$ cat src/rtl/dac_dig_pkg.sv
// ---------------------------------------------------------------------------
// dac_dig_pkg : shared constants and elaboration helpers for the DAC digital
// Revision    : 1.0  initial release
// ---------------------------------------------------------------------------
`default_nettype none

package dac_dig_pkg;

    localparam logic MODE_MIN = 1'b0;
    localparam logic MODE_MAX = 1'b1;

    function automatic int clog2(input int v);
        int r;
        int x;
        r = 0;
        x = v - 1;
        while (x > 0) begin
            r++;
            x = x >> 1;
        end
        return r;
    endfunction

    // Nodes present at tree level l when starting from n leaves.
    function automatic int nodes_at(input int n, input int l);
        return (n + (1 << l) - 1) >> l;
    endfunction

    // First node of level l inside a flat vector holding levels 0..l-1 ahead of it.
    function automatic int node_off(input int n, input int l);
        int s;
        s = 0;
        for (int m = 0; m < l; m++) begin
            s += nodes_at(n, m);
        end
        return s;
    endfunction

endpackage

`default_nettype wire

$ cat src/rtl/minmax_idx_node.sv
// ---------------------------------------------------------------------------
// minmax_idx_node : one compare node; keeps the a side unless b strictly wins
// Revision        : 1.0  initial release
// ---------------------------------------------------------------------------
`default_nettype none

module minmax_idx_node
    import dac_dig_pkg::*;
#(
    parameter int W  = 4,
    parameter int IW = 5
) (
    input  logic [W-1:0]  a,
    input  logic [IW-1:0] ai,
    input  logic [W-1:0]  b,
    input  logic [IW-1:0] bi,
    input  logic          mode,
    output logic [W-1:0]  val,
    output logic [IW-1:0] idx
);

    logic take_b;

    assign take_b = (mode == MODE_MAX) ? (b > a) : (b < a);
    assign val    = take_b ? b  : a;
    assign idx    = take_b ? bi : ai;

endmodule

`default_nettype wire

$ cat src/rtl/min_argmin_pipe.sv
// ---------------------------------------------------------------------------
// min_argmin_pipe : pipelined MIN/MAX-with-index tree, one register per level
// Revision        : 1.0  initial release
// ---------------------------------------------------------------------------
`default_nettype none

module min_argmin_pipe
    import dac_dig_pkg::*;
#(
    parameter  int N   = 18,
    parameter  int W   = 4,
    localparam int IW  = $clog2(N),
    localparam int LVL = $clog2(N)
) (
    input  logic           clk,
    input  logic           rst_n,
    input  logic [N*W-1:0] in_vec,
    input  logic           in_mode,
    input  logic           in_valid,
    output logic           in_ready,
    output logic [W-1:0]   out_val,
    output logic [IW-1:0]  out_idx,
    output logic           out_mode,
    output logic           out_valid,
    input  logic           out_ready
);

    localparam int TOT = node_off(N, LVL + 1);
    localparam int RN  = TOT - N;

    // Level l node values as seen by the comparators of level l+1 (level 0 = inputs).
    logic [TOT*W-1:0]  cur_val;
    logic [TOT*IW-1:0] cur_idx;
    logic [RN*W-1:0]   val_d,  val_q;
    logic [RN*IW-1:0]  idx_d,  idx_q;
    logic [LVL:1]      mode_q, vld_q;
    logic              adv;

    assign adv      = !out_valid || out_ready;
    assign in_ready = adv;

    assign cur_val[N*W-1:0]        = in_vec;
    assign cur_val[TOT*W-1:N*W]    = val_q;
    assign cur_idx[TOT*IW-1:N*IW]  = idx_q;

    for (genvar j = 0; j < N; j++) begin : g_idx0
        assign cur_idx[j*IW +: IW] = IW'(j);
    end

    for (genvar l = 1; l <= LVL; l++) begin : g_lvl
        localparam int PN = nodes_at(N, l - 1);
        localparam int NC = nodes_at(N, l);
        localparam int PO = node_off(N, l - 1);
        localparam int RO = node_off(N, l) - N;

        logic lmode;

        if (l == 1) begin : g_mode_in
            assign lmode = in_mode;
        end else begin : g_mode_stg
            assign lmode = mode_q[l-1];
        end

        for (genvar j = 0; j < NC; j++) begin : g_node
            localparam int A = PO + 2 * j;

            logic [W-1:0]  b_v;
            logic [IW-1:0] b_i;

            if (2 * j + 1 < PN) begin : g_pair
                assign b_v = cur_val[(A+1)*W +: W];
                assign b_i = cur_idx[(A+1)*IW +: IW];
            end else begin : g_pad
                // Pad value can never strictly win, index sits above all real ones.
                assign b_v = (lmode == MODE_MAX) ? {W{1'b0}} : {W{1'b1}};
                assign b_i = {IW{1'b1}};
            end

            minmax_idx_node #(
                .W  (W),
                .IW (IW)
            ) u_node (
                .a    (cur_val[A*W +: W]),
                .ai   (cur_idx[A*IW +: IW]),
                .b    (b_v),
                .bi   (b_i),
                .mode (lmode),
                .val  (val_d[(RO+j)*W +: W]),
                .idx  (idx_d[(RO+j)*IW +: IW])
            );
        end
    end

    always_ff @(posedge clk or negedge rst_n) begin
        if (!rst_n) begin
            val_q  <= '0;
            idx_q  <= '0;
            mode_q <= '0;
            vld_q  <= '0;
        end else if (adv) begin
            val_q <= val_d;
            idx_q <= idx_d;
            for (int l = LVL; l > 1; l--) begin
                mode_q[l] <= mode_q[l-1];
                vld_q[l]  <= vld_q[l-1];
            end
            mode_q[1] <= in_mode;
            vld_q[1]  <= in_valid;
        end
    end

    assign out_val   = cur_val[(TOT-1)*W +: W];
    assign out_idx   = cur_idx[(TOT-1)*IW +: IW];
    assign out_mode  = mode_q[LVL];
    assign out_valid = vld_q[LVL];

endmodule

`default_nettype wire

$ cat config.mk
export PLATFORM = sky130hd
export DESIGN_NAME = min_argmin_pipe
export DESIGN_NICKNAME = d
export VERILOG_FILES = /design/src/rtl/dac_dig_pkg.sv /design/src/rtl/minmax_idx_node.sv /design/src/rtl/min_argmin_pipe.sv
export SDC_FILE = /design/constraint.sdc
export NUM_CORES = 1
export LEC_CHECK = 0
export BUFFER_PORTS_ARGS = -buffer_cell sky130_fd_sc_hd__buf_4
export CAP_MARGIN = 20
export CORE_MARGIN = 4
export CORE_UTILIZATION = 44
export CTS_BUF_LIST = sky130_fd_sc_hd__clkbuf_4
export CTS_CLUSTER_DIAMETER = 80
export DETAILED_ROUTE_END_ITERATION = 7
export GPL_TIMING_DRIVEN = 0
export HOLD_SLACK_MARGIN = 0.03
export PLACE_DENSITY = 0.64
export SLEW_MARGIN = 20
export SYNTH_ARGS = -nofsm -noshare
export SYNTH_HDL_FRONTEND = slang
export SYNTH_HIERARCHICAL = 1
export SYNTH_SLANG_ARGS = --single-unit
export TNS_END_PERCENT = 20
$ cat constraint.sdc
create_clock -name clk -period 2.2 [get_ports clk]
set_clock_uncertainty 0.05 [all_clocks]
set_input_delay 0.44 -clock clk [delete_from_list [all_inputs] [get_ports clk]]
set_output_delay 0.44 -clock clk [all_outputs]
set_load 0.01 [all_outputs]
==> results.toml, run 1 <==
[floorplanning]
start_util_pct = 44.9
die_w_um = 200
floorplan.core_area_sq_um = 35900
dieArea_sq_um = 39800
core_rows = 69
boundaryPins = 89
floorplan.die.height_um = 200

[outcome]
violations_in_the_final_reports = "negative setup slack"
status = "finished, violations left"

[setup_path]
worst-setup-path-type = "reg -> reg"
crit_arrival_ns = 2.68
cpMaxStageDelayCell = "dfrtp_1"
critPathLaunchType = "flop"
timing.critical_path.cells = "inv_1 -> ha_1 -> a21oi_2 -> and2_1 -> buf_4 -> mux2i_1 -> mux2_1 -> mux2_4"
capturing_element_type_of_the_critical_path = "flop"
critical-path-max-stage-delay_ns = 0.41
cp.required_ns = 2.66
timing.critical_path.buf_inv = 2
worst_path_top_cell_family_by_delay = "multiplexers"
crit_path_max_fanout = 9

[job]
drv.max_cap_violation_count = 0

[synthesis]
synth.lib_cells_used.distinct = 24
synth-seq-cells = 190
synth_area_leaders = "dfrtp_1, mux2_4, mux2i_1"
postSynthAreaPerCell_sq_um = 10.9
share_of_synthesized_area_occupied_by_flip_flops_and_latches_pct = 29.5
postSynth.asyncResetShare_pct = 100
yosysTopAreaCell = "dfrtp_1"
synthCells = 1476
synth_edf_count = 0
synth.yosys.warnings = 6
yosys.area.top_type_share_pct = 29.5
synthFlopType = "dfrtp_1"
netlist_area_sq_um = 16100

[layout]
final_common_cell = "nor3_1"
nFillCells = 3089
final_core_utilization_pct = 55.4
seqCellArea_sq_um = 4760
area_growth_syn_to_layout_pct = 23.2
multi_input_area_sq_um = 11500
drive_above_1_share_pct = 32.8
finalNonFillerCells = 2354
final_cell_mix = "nor3_1, conb_1, mux2_4"
fin_nets = 2036

[grt]
antenna_found_initial = 1
grt_pass1_wl_um = 60600
grt.overflow.total = 0
grt_pass1_vias = 11955
grt_start_max_net_pins = 74
gr-usage-all-layers_pct = 18.4

[detailed_routing]
drc = 0
wl_per_cell_um = 15.8
finalWirelength_um = 37100
drt.antenna.violating_nets = 0
detail_route.vias_per_cell = 5.21
detailedRoute.firstPassIterationCount = 5
vias = 12267
drtIter0Drc = 498

[place]
number_of_cells_after_detailed_placement = 2235
preCtsSetupSlack_ns = -0.373
gp_routability_congestion = 0.836
port_buffers = 88
post_dp_hpwl_um = 27100

[power_and_ir_drop]
powerDensity_nw_per_um2 = 1450
ir_worst_vdd_v = 0.000620
leakagePower_nw = 9.09

[timing]
fmaxAchievable_ghz = 0.450
fin_crit_sh_pct = 101
hold_viol_final = 0
setup_violation_total_in_the_final_timing_report = 1
final.setup.worst_slack_ns = -0.0221
timing.final.max_slew_violations = 0
grt_setup_unrepaired = "true"
setup-tns-final_ns = -0.0221
final_period_minus_worst_setup_slack_ns = 2.22
hold-worst-slack_ns = 0.142

[clock_tree]
htree_levels = 4
num_cts_buffers = 17
cts_buffer_depth = 2
tritoncts = "yes"
clk-insertion-delay-late_ns = 0.60
clkSinkCount = 190
clk_tree_root_cell = "clkbuf_4"
clk_transition_reported_paths_ns = 0.16

[worst_hold_path]
worstHoldPathType = "in -> reg"
area by class of cell:
type / count / area share (%)
Buffer: 102 / 4.13
Antenna cell: 1 / 0.0126
Sequential cell: 190 / 23.9
Tap cell: 461 / 2.90
Clock inverter: 14 / 0.912
Clock buffer: 18 / 0.679
Inverter: 83 / 1.63
Multi-Input combinational cell: 1301 / 57.9
Timing Repair Buffer: 184 / 7.88
cell families after synthesis:
logic type	synth area share, %
flip-flops	29.5
buffers and inverters	7.30
AND/OR/NAND/NOR	14.2
multiplexers	30.1
adder cells (fa/ha/maj)	6.20
AO/OA/AOI/OAI	12.7
other	0.0465
worst paths after layout:
check,from,endpoint,slack [ns],cells past startpoint
max,val_q[11]$_DFFE_PN0P_,val_q[40]$_DFFE_PN0P_,-0.02,8
min reg2reg,vld_q[4]$_DFFE_PN0P_,vld_q[5]$_DFFE_PN0P_,0.45,1
min,in_vec[68],val_q[32]$_DFFE_PN0P_,0.14,3
max in group asynchronous,rst_n,idx_q[21]$_DFFE_PN0P_,1.10,3
min in group asynchronous,rst_n,val_q[55]$_DFFE_PN0P_,0.28,2
max reg2reg,val_q[11]$_DFFE_PN0P_,val_q[40]$_DFFE_PN0P_,-0.02,8
worst register-to-register path: stages (launching register included):
cell and delay (ns):
dfrtp_1 0.41, inv_1 0.07, ha_1 0.37, a21oi_2 0.26, and2_1 0.16, buf_4 0.15, mux2i_1 0.08, mux2_1 0.34
mux2_4 0.26
flip-flops by register name, summed over array words and instances, names as in the netlist:
name	count
idx_q	100
mode_q	5
val_q	80
vld_q	5
per-layer routing:
metal	wire [um]	GRT usage, %	vias to the layer above
met5	0	0	-
met4	667	4.78	0
met3	899	2.66	42
met2	17400	29.9	175
met1	18100	25.7	5879
li1	-	-	6171
Yosys cell counts, types with 21 or more instances:
library cell,n
clkbuf_1,40
mux2_4,186
inv_1,83
nor3_1,320
buf_4,28
buf_12,21
mux2i_1,182
ha_1,80
dfrtp_1,190
a211oi_1,160
metrics by stage:
| step | area, sq um | power [mW] |
|---|---|---|
| after detailed placement | 18300 | 23.1 |
| after global placement | 18200 | 22.7 |
| after global routing | 19900 | 30.8 |
| final | 19900 | 28.8 |
| after floorplan | 17000 | 19.9 |
| after CTS | 19200 | 27.2 |
timing repair:
item                                    4_1_cts  5_1_grt
gates resized for setup                      51       81
cloned                                        0        0
pin swaps                                     7       27
setup buffers                                52       40
endpoints found under the setup margin       84       75
hold buffers                                  2        0
endpoints found under the hold margin        54        0
where the power goes:
part	switching (mW)	internal (mW)	leakage, nW
Sequential	1.54	5.03	2.11
Combinational	8.75	11.4	6.82
Clock	1.25	0.818	0.156
Power figures use the tool's default switching activity.
==> inputs of run 2 (changes only) <==
- PLACE_DENSITY: 0.64 -> default
- SLEW_MARGIN: 20 -> default
==> run 2 against run 1 <==
The run still ends with negative setup slack left. Combinational power is essentially flat. Clock power about the same. Die area is the same. Critical endpoint is now val_q[36]$_DFFE_PN0P_.
==> results.toml, run 2 (synthesized netlist as in run 1, its figures left out) <==
[outcome]
status = "finished, violations left"
violations_in_the_final_reports = "negative setup slack"

[clock_tree]
clk_tree_root_cell = "clkbuf_4"
cts_buffer_depth = 2
clkSinkCount = 190
num_cts_buffers = 17
tritoncts = "yes"
htree_levels = 4
clk-insertion-delay-late_ns = 0.60
clk_transition_reported_paths_ns = 0.17

[floorplanning]
die_w_um = 200
floorplan.die.height_um = 200
dieArea_sq_um = 39800
floorplan.core_area_sq_um = 35900
start_util_pct = 44.9
core_rows = 69
boundaryPins = 89

[timing]
fmaxAchievable_ghz = 0.454
setup_violation_total_in_the_final_timing_report = 1
timing.slew.headroom_pct = 56.2
worst_pin_slew_ns = 0.656
final_period_minus_worst_setup_slack_ns = 2.20
setup-tns-final_ns = -0.00483
hold_viol_final = 0
grt_setup_unrepaired = "true"
timing.final.max_slew_violations = 0
final.setup.worst_slack_ns = -0.00483
fin_crit_sh_pct = 100

[detailed_routing]
wl_per_cell_um = 16.2
detail_route.vias_per_cell = 5.22
drtIter0Drc = 601
detailedRoute.firstPassIterationCount = 5
drt.antenna.violating_nets = 0
drc = 0
finalWirelength_um = 38000
vias = 12246

[power_and_ir_drop]
pwr-share-comb_pct = 70.0
total_switching_power_mw = 11.7
netSwitchingFraction_pct = 40.5
ir_worst_vdd_v = 0.000612
p_clk_share_pct = 7.3
design_power_total_mw = 28.9
p_int_mw = 17.2
share_seq_of_total_power_pct = 22.7
powerDensity_nw_per_um2 = 1460
leakagePower_nw = 9.05

[setup_path]
worst_path_top_cell_family_by_delay = "multiplexers"
timing.critical_path.buf_inv = 2
crit_arrival_ns = 2.67
timing.critical_path.cells = "inv_2 -> ha_4 -> nor2b_4 -> o211ai_4 -> and2_1 -> buf_6 -> mux2i_2 -> mux2_4 -> mux2_4"
crit_path_max_fanout = 9
timing.critical_path.mode_cell = "mux2_4"
worst-setup-path-type = "reg -> reg"
worstSetupStartpoint = "val_q[1]$_DFFE_PN0P_"
crit-reg2reg-launch = "val_q[1]$_DFFE_PN0P_"
critical-path-max-stage-delay_ns = 0.44
critPathLaunchType = "flop"
cp.required_ns = 2.66
capturing_element_type_of_the_critical_path = "flop"
cpMaxStageDelayCell = "dfrtp_2"

[grt]
grt_pass1_vias = 12039
grt_pass1_wl_um = 62700
gr-usage-all-layers_pct = 19.0
grt.overflow.total = 0
antenna_found_initial = 1
grt_start_max_net_pins = 121

[layout]
final_core_utilization_pct = 55.1
area_growth_syn_to_layout_pct = 22.6
layout_top_registers = "idx_q (100), val_q (80)"
multi_input_area_sq_um = 11500
nFillCells = 3198
final_common_cell = "nor3_1"
drive_above_1_share_pct = 32.4
registers.top_by_ff_count = "idx_q"
final_cell_mix = "nor3_1, conb_1, mux2_4"
largest_register_ffs = 100
seqCellArea_sq_um = 4770
fin_nets = 2028

[job]
drv.max_cap_violation_count = 0

[worst_hold_path]
worstHoldPathType = "in -> reg"
timing.hold.worst.start = "in_vec[28]"

[place]
port_buffers = 88
preCtsSetupSlack_ns = -0.348
gp_routability_congestion = 0.831
post_dp_hpwl_um = 27200
-- run 2: cell type report --
type                    instances  area share, %
clock inverters                15          0.929
flip-flops and latches        190           24.1
multi-input cells            1301           58.1
inverters                      83           1.64
clock buffers                  17          0.645
diodes                          1         0.0126
repair buffers                174           7.38
plain buffers                 104           4.27
well taps                     461           2.91
-- run 2: power groups by stage --
stage / logic, mW / clock network (mW) / registers, mW
after floorplan: 13.9 / 0 / 6.03
after global placement: 16.1 / 0 / 6.65
after detailed placement: 16.5 / 0 / 6.69
after CTS: 18.8 / 2.19 / 6.54
after global routing: 21.8 / 2.34 / 6.76
final: 20.2 / 2.10 / 6.56
-- run 2: metal layers --
metal / up-vias / wire [um] / global-route usage (%)
met5: - / 0 / 0
met4: 0 / 398 / 3.45
met3: 26 / 880 / 2.41
met2: 147 / 18300 / 31.3
met1: 5919 / 18500 / 27.3
li1: 6154 / - / -
-- run 2: stage by stage --
stage / cells / hold slack (ns) / instance area [sq um]
after floorplan: 1684 / 0.0944 / 17000
after global placement: 2233 / 0.406 / 18200
after detailed placement: 2234 / 0.392 / 18200
after CTS: 2314 / 0.0651 / 19300
after global routing: 2346 / 0.0735 / 19800
final: 2346 / 0.123 / 19800
-- run 2: worst paths after layout --
check	to	slack, ns	cells after the start
max	val_q[36]$_DFFE_PN0P_	-0.005	9
min	val_q[12]$_DFFE_PN0P_	0.12	3
max reg2reg	val_q[36]$_DFFE_PN0P_	-0.005	9
min reg2reg	vld_q[5]$_DFFE_PN0P_	0.44	1
max in group asynchronous	val_q[1]$_DFFE_PN0P_	0.78	3
min in group asynchronous	val_q[35]$_DFFE_PN0P_	0.29	2
-- run 2: tightest hold or removal path, delay by kind of cell --
family / cells / cell delay [ns]
buffers and inverters: 1 / 0.08
multiplexers: 2 / 0.24
-- run 2: repair_timing --
action / CTS / global route
hold endpoints to repair: 71 / 0
setup buffers: 48 / 35
hold buffers: 2 / 0
pin swaps: 12 / 22
gates resized for setup: 60 / 68
setup endpoints to repair: 82 / 78
